===== config.mk =====
export PLATFORM = sky130hd
export DESIGN_NAME = fifo_burst_reader
export DESIGN_NICKNAME = d
export VERILOG_FILES = /design/src/rtl/fifo_burst_reader.sv
export SDC_FILE = /design/constraint.sdc
export NUM_CORES = 1
export LEC_CHECK = 0
export ABC_AREA = 1
export CAP_MARGIN = 40
export CORE_MARGIN = 1.5
export CORE_UTILIZATION = 52
export CTS_CLUSTER_DIAMETER = 200
export DETAILED_ROUTE_END_ITERATION = 16
export PLACE_DENSITY = 0.76
export SLEW_MARGIN = 10
export SYNTH_ARGS = -nofsm -noshare
export SYNTH_HDL_FRONTEND = slang
export SYNTH_SLANG_ARGS = --single-unit

===== constraint.sdc =====
create_clock -name i_clk -period 1.7 [get_ports i_clk]
set_input_delay 0.34 -clock i_clk [delete_from_list [all_inputs] [get_ports i_clk]]
set_output_delay 0.34 -clock i_clk [all_outputs]
set_load 0.05 [all_outputs]

===== src/rtl/fifo_burst_reader.sv =====
// fifo_burst_reader: issues a burst of reads to a FIFO controller.
// IDLE -> READ -> DONE FSM, one read per cycle while the FIFO has data and the
// producer is not writing; a burst is aborted after TIMEOUT consecutive stalls.
// Optional macro FIFO_RD_ACK_CHECK_EN adds a read-acknowledge checker (ack_err).
module fifo_burst_reader #(
    parameter int addresswidth = 5,
    parameter int TIMEOUT      = 16
) (
    input  logic                  i_clk,
    input  logic                  i_rst,
    input  logic                  i_start,
    input  logic [addresswidth:0] i_burst_len,
    input  logic                  i_emp,
    input  logic                  i_wr_req,
    input  logic                  i_rd_en,
    output logic                  o_rd,
    output logic                  o_busy,
    output logic                  o_done,
    output logic                  o_timeout,
    output logic [addresswidth:0] o_rd_count,
    output logic                  o_ack_err
);

    typedef enum logic [1:0] {
        S_IDLE = 2'd0,
        S_READ = 2'd1,
        S_DONE = 2'd2
    } state_t;

    localparam logic [addresswidth:0] CNT_ONE  = 1;
    localparam logic [addresswidth:0] CNT_ZERO = '0;
    localparam logic [7:0]            STALL_LIM = 8'(TIMEOUT);

    state_t                r_state;
    logic [addresswidth:0] r_remaining;
    logic [addresswidth:0] r_rd_count;
    logic [7:0]            r_stall;
    logic                  r_timeout;
    logic                  r_busy;
    logic                  r_done;

    logic                  w_rd;
    logic [7:0]            w_stall_nxt;

    // Read request: writes win over reads, and nothing is issued once the
    // burst has been fully requested.
    assign w_rd = (r_state == S_READ) && !i_emp && !i_wr_req &&
                  (r_remaining != CNT_ZERO);
    assign w_stall_nxt = r_stall + 8'd1;

    // Burst FSM with its counters and registered status outputs.
    always_ff @(posedge i_clk) begin
        if (i_rst) begin
            r_state     <= S_IDLE;
            r_remaining <= CNT_ZERO;
            r_rd_count  <= CNT_ZERO;
            r_stall     <= 8'd0;
            r_timeout   <= 1'b0;
            r_busy      <= 1'b0;
            r_done      <= 1'b0;
        end else begin
            case (r_state)
                S_IDLE: begin
                    if (i_start) begin
                        r_rd_count <= CNT_ZERO;
                        r_timeout  <= 1'b0;
                        r_stall    <= 8'd0;
                        r_busy     <= 1'b1;
                        if (i_burst_len != CNT_ZERO) begin
                            r_state     <= S_READ;
                            r_remaining <= i_burst_len;
                            r_done      <= 1'b0;
                        end else begin
                            // Empty burst completes immediately.
                            r_state     <= S_DONE;
                            r_remaining <= CNT_ZERO;
                            r_done      <= 1'b1;
                        end
                    end
                end
                S_READ: begin
                    if (w_rd) begin
                        r_remaining <= r_remaining - CNT_ONE;
                        r_rd_count  <= r_rd_count + CNT_ONE;
                        r_stall     <= 8'd0;
                        if (r_remaining == CNT_ONE) begin
                            r_state <= S_DONE;
                            r_done  <= 1'b1;
                        end
                    end else begin
                        r_stall <= w_stall_nxt;
                        if (w_stall_nxt == STALL_LIM) begin
                            r_state   <= S_DONE;
                            r_done    <= 1'b1;
                            r_timeout <= 1'b1;
                        end
                    end
                end
                S_DONE: begin
                    // start is deliberately ignored here.
                    r_state <= S_IDLE;
                    r_busy  <= 1'b0;
                    r_done  <= 1'b0;
                end
                default: begin
                    r_state <= S_IDLE;
                    r_busy  <= 1'b0;
                    r_done  <= 1'b0;
                end
            endcase
        end
    end

    assign o_rd       = w_rd;
    assign o_busy     = r_busy;
    assign o_done     = r_done;
    assign o_timeout  = r_timeout;
    assign o_rd_count = r_rd_count;

`ifdef FIFO_RD_ACK_CHECK_EN
    logic r_exp_ack;
    logic r_ack_err;

    // The FIFO must acknowledge exactly the reads issued one cycle earlier.
    always_ff @(posedge i_clk) begin
        if (i_rst) begin
            r_exp_ack <= 1'b0;
            r_ack_err <= 1'b0;
        end else begin
            r_exp_ack <= w_rd;
            if (i_rd_en != r_exp_ack)
                r_ack_err <= 1'b1;
        end
    end

    assign o_ack_err = r_ack_err;
`else
    // Acknowledge is not checked in this build.
    logic w_unused_rd_en;
    assign w_unused_rd_en = i_rd_en;
    assign o_ack_err      = 1'b0;
`endif

endmodule


==> metrics.md, run 1 <==
| Metric | Value |
|---|---|
| Fin crit share | 95.63% |
| Clock slew at reported path FFs | approximately 130 ps |
| Yosys warning total | 0 |
| Slew Limit Fails | 0 |
| Worst VDD drop | roughly 0.60 mV |
| Final GP Congestion | roughly 0.84 |
| CTS tree | yes |
| Vias in the first global route | 1280 |
| Final setup fails | 0 |
| Worst Clk Skew | 4.553 ps |
| Pre-CTS WS | -59.84 ps |
| Synth Area in Simple Gates | approximately a third |
| Core Area | approximately 0.0025 sq mm |
| Crit-path slowest cell | dfxtp_2 |
| Post-synth top area share | around a third |
| Post-synth top cells | nand2_1 (49), dfxtp_1 (24), nor2_1 (24), inv_1 (23) |
| Hold_buf cts | 0 |
| Synth cell types | 29 |
| Fill cells | around 220 |
| Synth area leader | dfxtp_1 |
| Antenna Nets Post-Route | 0 |
| Crit path capture type | output port |
| Die width | ~55 microns |
| # DRC | 0 |
| Tot GR Track Use | roughly a quarter |
| Initial DRC Count | 30 |
| Post-Synthesis Cells | 209 |
| Synth-to-Final Area Change | 22.00% |
| Largest family of logic cells by synthesized area | simple AND/OR/NAND/NOR gates |
| Most frequent cell after synthesis | nand2_1 |
| Fmax | about 600 MHz |
| Root Buffer | clkbuf_4 |
| CP max stage delay | roughly 370 ps |
| Routed wire length | around 3200 microns |
| IO Pins | 23 |
| Initial antenna violation count | 0 |
| Seq/Total Area, Yosys | about 34% |
| PwrDens | 822.2 mW/mm^2 |
| Remaining global-route overflow | 0 |
| Synth area leaders | dfxtp_1 (34%), nand2_1 (13%), a21oi_1 (7.5%), nand3_1 (7.5%), nor2_1 (6.4%) |
| Clock sink total | 24 |
| Type of origin of the critical path | flip-flop |
| Die area | ~0.003 sq mm |
| Antenna cells | 0 |
| Adder-Cell Fraction of Synth Area | around 4.5% |
| Hold slack final | approximately 460 ps |
| H-tree depth | 1 |
| Avg Vias per Cell | around 5.3 |
| Initial Util | a little under three fifths |
| Layout cells sized above 1 | 18.57% |
| XOR/XNOR Fraction of Synth Area | under 10% |
| CP Max Fanout | 4 |
| Post-layout min period | 1626 ps |
| Routed length per instance | 11.88 microns |
| Post-synthesis compound-gate area fraction | around 18% |
| Synth Net Count | approximately 230 |
| Worst endpoint data arrival time | 1290 ps |
| Cells after DPL | 260 |
| Async SR Flop Fraction | 0% |
| Global-route wire length before repair | slightly above 5000 microns |
| Crit path cell chain | inv_2, ha_1, nand3_1, nand2_2, inv_4, buf_12 |
| Die Height | 54.87 microns |
| Largest net degree at the start of global routing | 14 |
| Syn_area_per_cell | about 6.7 sq um |
| CTS buffer count | 3 |
| Outcome | complete, no violations |
| RSZ-0062 raised after global routing | false |
| Final worst slack | 74.37 ps |
| TritonRoute pass-1 iters | 4 |
| Non-filler cells, final | 267 |
| Clock Latency Late Sink | a little over 300 ps |
| MaxCap Viol Count | 0 |
| Synth Flop Type | dfxtp_1 |
| Register bit total from synthesis | 24 |
| Synth Cell Area | around 0.0014 sq mm |
| Leak Pwr | around 0.00073 uW |
| HP Class | reg2reg |
| Post-DP HPWL | about 2400 microns |
| Final hold vios | 0 |
| FP Rows | 18 |
| Worst-case clock buffer depth | 2 |
| Crit path kind | reg2out |
| Detailed-route via count | roughly 1.4k |
| PortBufs | 20 |
| Nets | approximately 260 |
| Post-synth EDFFs | 0 |
| Total Power | 1403 uW |
| Post-synthesis mux area share | 0% |
| Worst endpoint required time | between 1000 and 1500 ps |
## cell type report
class / count / area (sq um) / area share [%]
clock buffer: 4 / 36.28 / 2.126
inverter: 25 / 96.34 / 5.645
multi-input combinational: 155 / 794.5 / 46.55
sequential: 24 / 486.7 / 28.52
tap: 30 / 37.54 / 2.199
timing repair buffer: 29 / 255.2 / 14.96
## timing repair
item                       4_1_cts  5_1_grt
gates resized for setup          4        7
pin swaps                        0        2
setup endpoints to repair        1        4
buffers inserted                 2        1
## path summary, 6_finish.rpt
path                               startpoint                    endpoint  slack [ps]  depth (start not counted)
hold reg to reg        o_timeout$_SDFFE_PP0P_      o_timeout$_SDFFE_PP0P_         460                          2
hold / removal         o_timeout$_SDFFE_PP0P_      o_timeout$_SDFFE_PP0P_         460                          2
setup / recovery  r_remaining[0]$_SDFFE_PP0P_                        o_rd          70                          6
setup reg to reg  r_remaining[0]$_SDFFE_PP0P_  o_rd_count[3]$_SDFFE_PP0P_         140                         10
## metrics by stage
stage               utilization, %  instance area, sq um  setup TNS (ps)
floorplan                        -                  1400               0
global placement             64.68                  1632          -52.86
detailed placement           64.68                  1632          -129.2
CTS                          66.87                  1687               0
global route                 67.66                  1707               0
finish                       67.66                  1707               0
## critical path: cells and delay by family, from the launching register on
kind                     cells  cell delay [ps]
flip-flops                   1              370
AND/OR/NAND/NOR              2              180
buffers and inverters        3              250
adder cells (fa/ha/maj)      1              180
## cells by family (layout without fill, tap and decap cells)
kind of cell | Yosys count | in the layout
AND/OR/NAND/NOR | 102 | 102
XOR/XNOR | 3 | 3
AO/OA/AOI/OAI | 44 | 44
adder cells (fa/ha/maj) | 5 | 5
other | 1 | 1
buffers and inverters | 30 | 58
flip-flops | 24 | 24
## per-layer routing
layer  share of wire [%]  wire, microns  vias to the layer above  GRT usage [%]
li1                    -              -                      737              -
met1                  45           1427                      644          28.55
met2                  52           1643                       27          43.25
met3                 2.6             84                        2          2.459
met4                0.47             15                        0          5.833
met5                   0              0                        -              0
## report_power, final
| group | internal, uW | total [uW] | switching, uW |
|---|---|---|---|
| Combinational | 171 | 452 | 282 |
| Clock | 131 | 300 | 169 |
| Sequential | 608 | 651 | 43.1 |
## state kept, by name, summed over array words and instances, names as in the netlist
signal	cells
o_busy	1
o_timeout	1
r_state	1
r_stall	8
o_done	1
r_remaining	6
o_rd_count	6
## layout by cell type, fill, tap and decap left out, types with 2 or more instances in the layout
master / n
xor2_1: 2
nand2_2: 3
clkbuf_4: 3
o21ai_0: 13
a21oi_1: 21
o21ai_2: 2
nor2_4: 2
nor2_1: 23
clkdlybuf4s50_1: 10
buf_4: 18
dfxtp_2: 5
o21ai_1: 2
dfxtp_1: 19
ha_1: 5
inv_1: 20
nand4_1: 2
nand2_1: 48
inv_2: 4
nand3_1: 21
(Power assumes the default switching activity.)
==> run 2: changes to the inputs <==
--- a/config.mk
+++ b/config.mk
@@ -11,7 +11,8 @@
 export CORE_UTILIZATION = 52
 export CTS_CLUSTER_DIAMETER = 200
 export DETAILED_ROUTE_END_ITERATION = 16
-export PLACE_DENSITY = 0.76
+export PLACE_DENSITY = 0.81
+export SKIP_LAST_GASP = 1
 export SLEW_MARGIN = 10
 export SYNTH_ARGS = -nofsm -noshare
 export SYNTH_HDL_FRONTEND = slang
==> run 2 against run 1 <==
  * Wire length decreased by 10%
  * Sequential power about the same
  * Hold slack worse by 3.1 ps
  * Sequential cell count stayed put
==> metrics.md, run 2 (synthesis gave the netlist of run 1 again) <==
| Metric | Value |
|---|---|
| Layout cells sized above 1 | 17.72% (was 18.57%) |
| Antenna cells | 0 (unchanged) |
| Crit path capture type | output port (unchanged) |
| Post-layout min period | 1613 ps (was 1626 ps) |
| Commonest non-fill, non-tap cell in the layout | nand2_1 (unchanged) |
| Crit path kind | reg2out (unchanged) |
| Nets | 256 (was 255) |
| Max reg flops | 8 (unchanged) |
| Initial Util | 55.46% (unchanged) |
| Clock slew at reported path FFs | 120 ps (was 130 ps) |
| Post-DP HPWL | 2179 microns (was 2404 microns) |
| Worst endpoint data arrival time | 1270 ps (was 1290 ps) |
| Vias in the first global route | 1184 (was 1280) |
| Sw Pwr | 474.8 uW (was 494.2 uW) |
| PortBufs | 20 (unchanged) |
| Hold slack final | 456.2 ps (was 459.3 ps) |
| Type of origin of the critical path | flip-flop (unchanged) |
| Root Buffer | clkbuf_4 (unchanged) |
| MaxCap Viol Count | 0 (unchanged) |
| RSZ-0062 raised after global routing | true (was false) |
| Routed wire length | 2850 microns (was 3171 microns) |
| Flop pwr share | 48.3% (was 46.4%) |
| Multi-input logic area | 797.0 sq um (was 794.5 sq um) |
| Sequential cell area | 484.2 sq um (was 486.7 sq um) |
| Outcome | complete, no violations (unchanged) |
| Detailed-route via count | 1365 (was 1410) |
| Tot GR Track Use | 22.54% (was 23.45%) |
| Core Area | 0.002522 sq mm (unchanged) |
| Clock sink total | 24 (unchanged) |
| Die area | 0.003010 sq mm (unchanged) |
| CTS tree | yes (unchanged) |
| # DRC | 0 (unchanged) |
| Initial DRC Count | 20 (was 30) |
| PwrDens | 790.2 mW/mm^2 (was 822.2 mW/mm^2) |
| Final hold vios | 0 (unchanged) |
| TritonRoute pass-1 iters | 4 (unchanged) |
| CP Max Fanout | 4 (unchanged) |
| Most frequent cells in the layout | nand2_1 (48), nor2_1 (24), a21oi_1 (21), dfxtp_1 (21) (was nand2_1 (48), nor2_1 (23), nand3_1 (21), a21oi_1 (21), inv_1 (20)) |
| Routed length per instance | 10.67 microns (was 11.88 microns) |
| Reg with most FFs | r_stall (unchanged) |
| Remaining global-route overflow | 0 (unchanged) |
| Leak Pwr | 0.0007313 uW (was 0.0007323 uW) |
| Fill cells | 220 (was 222) |
| Hold_buf cts | 0 (unchanged) |
| H-tree depth | 1 (unchanged) |
| Worst VDD drop | 0.7735 mV (was 0.5967 mV) |
| Avg Vias per Cell | 5.112 (was 5.281) |
| Final setup fails | 0 (unchanged) |
| Slew Limit Fails | 0 (unchanged) |
| Util after Layout | 67.41% (was 67.66%) |
| Worst endpoint required time | 1360 ps (about the same) |
| CTS buffer count | 3 (unchanged) |
| Switching part of the total power | 35.34% (was 35.22%) |
| Internal | 868.9 uW (was 908.9 uW) |
| Die Height | 54.87 microns (unchanged) |
| FP Rows | 18 (unchanged) |
| Clock Power Share | 17.7% (was 21.4%) |
| Initial antenna violation count | 0 (unchanged) |
| Clock Latency Late Sink | 300 ps (was 310 ps) |
| Worst Clk Skew | 7.172 ps (was 4.553 ps) |
| Largest net degree at the start of global routing | 14 (unchanged) |
| Final GP Congestion | 0.8052 (was 0.8379) |
| Synth-to-Final Area Change | 21.56% (was 22.00%) |
| Fmax | 620.0 MHz (was 615.1 MHz) |
| Comb pwr share | 34.0% (was 32.2%) |
| Worst-case clock buffer depth | 2 (unchanged) |
| Antenna Nets Post-Route | 0 (unchanged) |
| IO Pins | 23 (unchanged) |
| Die width | 54.87 microns (unchanged) |
| Global-route wire length before repair | 4954 microns (was 5195 microns) |
| Fin crit share | 94.88% (was 95.63%) |
| HP Class | reg2reg (unchanged) |
## run 2: cell types whose count changed in the layout (fill, tap and decap cells not counted)
cell | before | now
dfxtp_1 | 19 | 21
dfxtp_2 | 5 | 3
buf_4 | 18 | 19
clkbuf_8 | 1 | 0
nand3_1 | 21 | 20
nand3_2 | 0 | 1
nor2_1 | 23 | 24
nor2_2 | 1 | 0
## run 2: what timing repair did
| item | 4_1_cts | 5_1_grt |
|---|---|---|
| endpoints found under the setup margin | 1 | 2 |
| cloned | 0 | 0 |
| buffers inserted | 2 | 0 |
| gates resized for setup | 3 | 6 |
| pin swaps | 0 | 1 |
## run 2: worst max-delay path, stage by stage (launching register included)
cell and delay (ps):
dfxtp_2 350, inv_2 60, nand2_2 100, nor3_2 140, nand2_2 110, inv_4 80
buf_12 130
## run 2: path summary, 6_finish.rpt
path / start / to / slack [ps] / cells past startpoint
setup / recovery: o_done$_SDFFE_PP0P_ / o_rd / 90 / 6
hold / removal: o_timeout$_SDFFE_PP0P_ / o_timeout$_SDFFE_PP0P_ / 460 / 2
setup reg to reg: r_stall[0]$_SDFFE_PP0P_ / r_state[0]$_SDFFE_PP0P_ / 180 / 11
hold reg to reg: o_timeout$_SDFFE_PP0P_ / o_timeout$_SDFFE_PP0P_ / 460 / 2
## run 2: final cells by class
type	count	area share, %
clock buffer	3	1.325
inverter	25	5.666
multi-input combinational	155	46.87
sequential	24	28.48
tap	30	2.208
timing repair buffer	30	15.45
## run 2: power groups by stage
stage	clock network (uW)	logic, uW	registers (uW)
detailed placement	0	435	661
floorplan	0	288	683
global route	272	516	656
CTS	253	449	646
global placement	0	431	659
finish	238	456	650
## run 2: per-stage QoR
step                cells  setup slack, ps  total power [uW]  TNS (ps)  cell area [sq um]
floorplan             209            61.88             970.5         0               1400
global placement      262           -51.49              1090    -81.56               1647
detailed placement    262           -53.39              1096    -180.8               1647
CTS                   267            16.48              1348         0               1688
global route          267           -17.53              1444    -17.53               1700
finish                267            87.09              1344         0               1700
## run 2: layer usage
metal  up-vias  track usage (%)  share of wire [%]
met3         2            4.918                2.6
met2        16            39.48                 48
li1        739                -                  -
met1       608            28.71                 49
met5         -                0                  0
met4         0            2.917               0.60
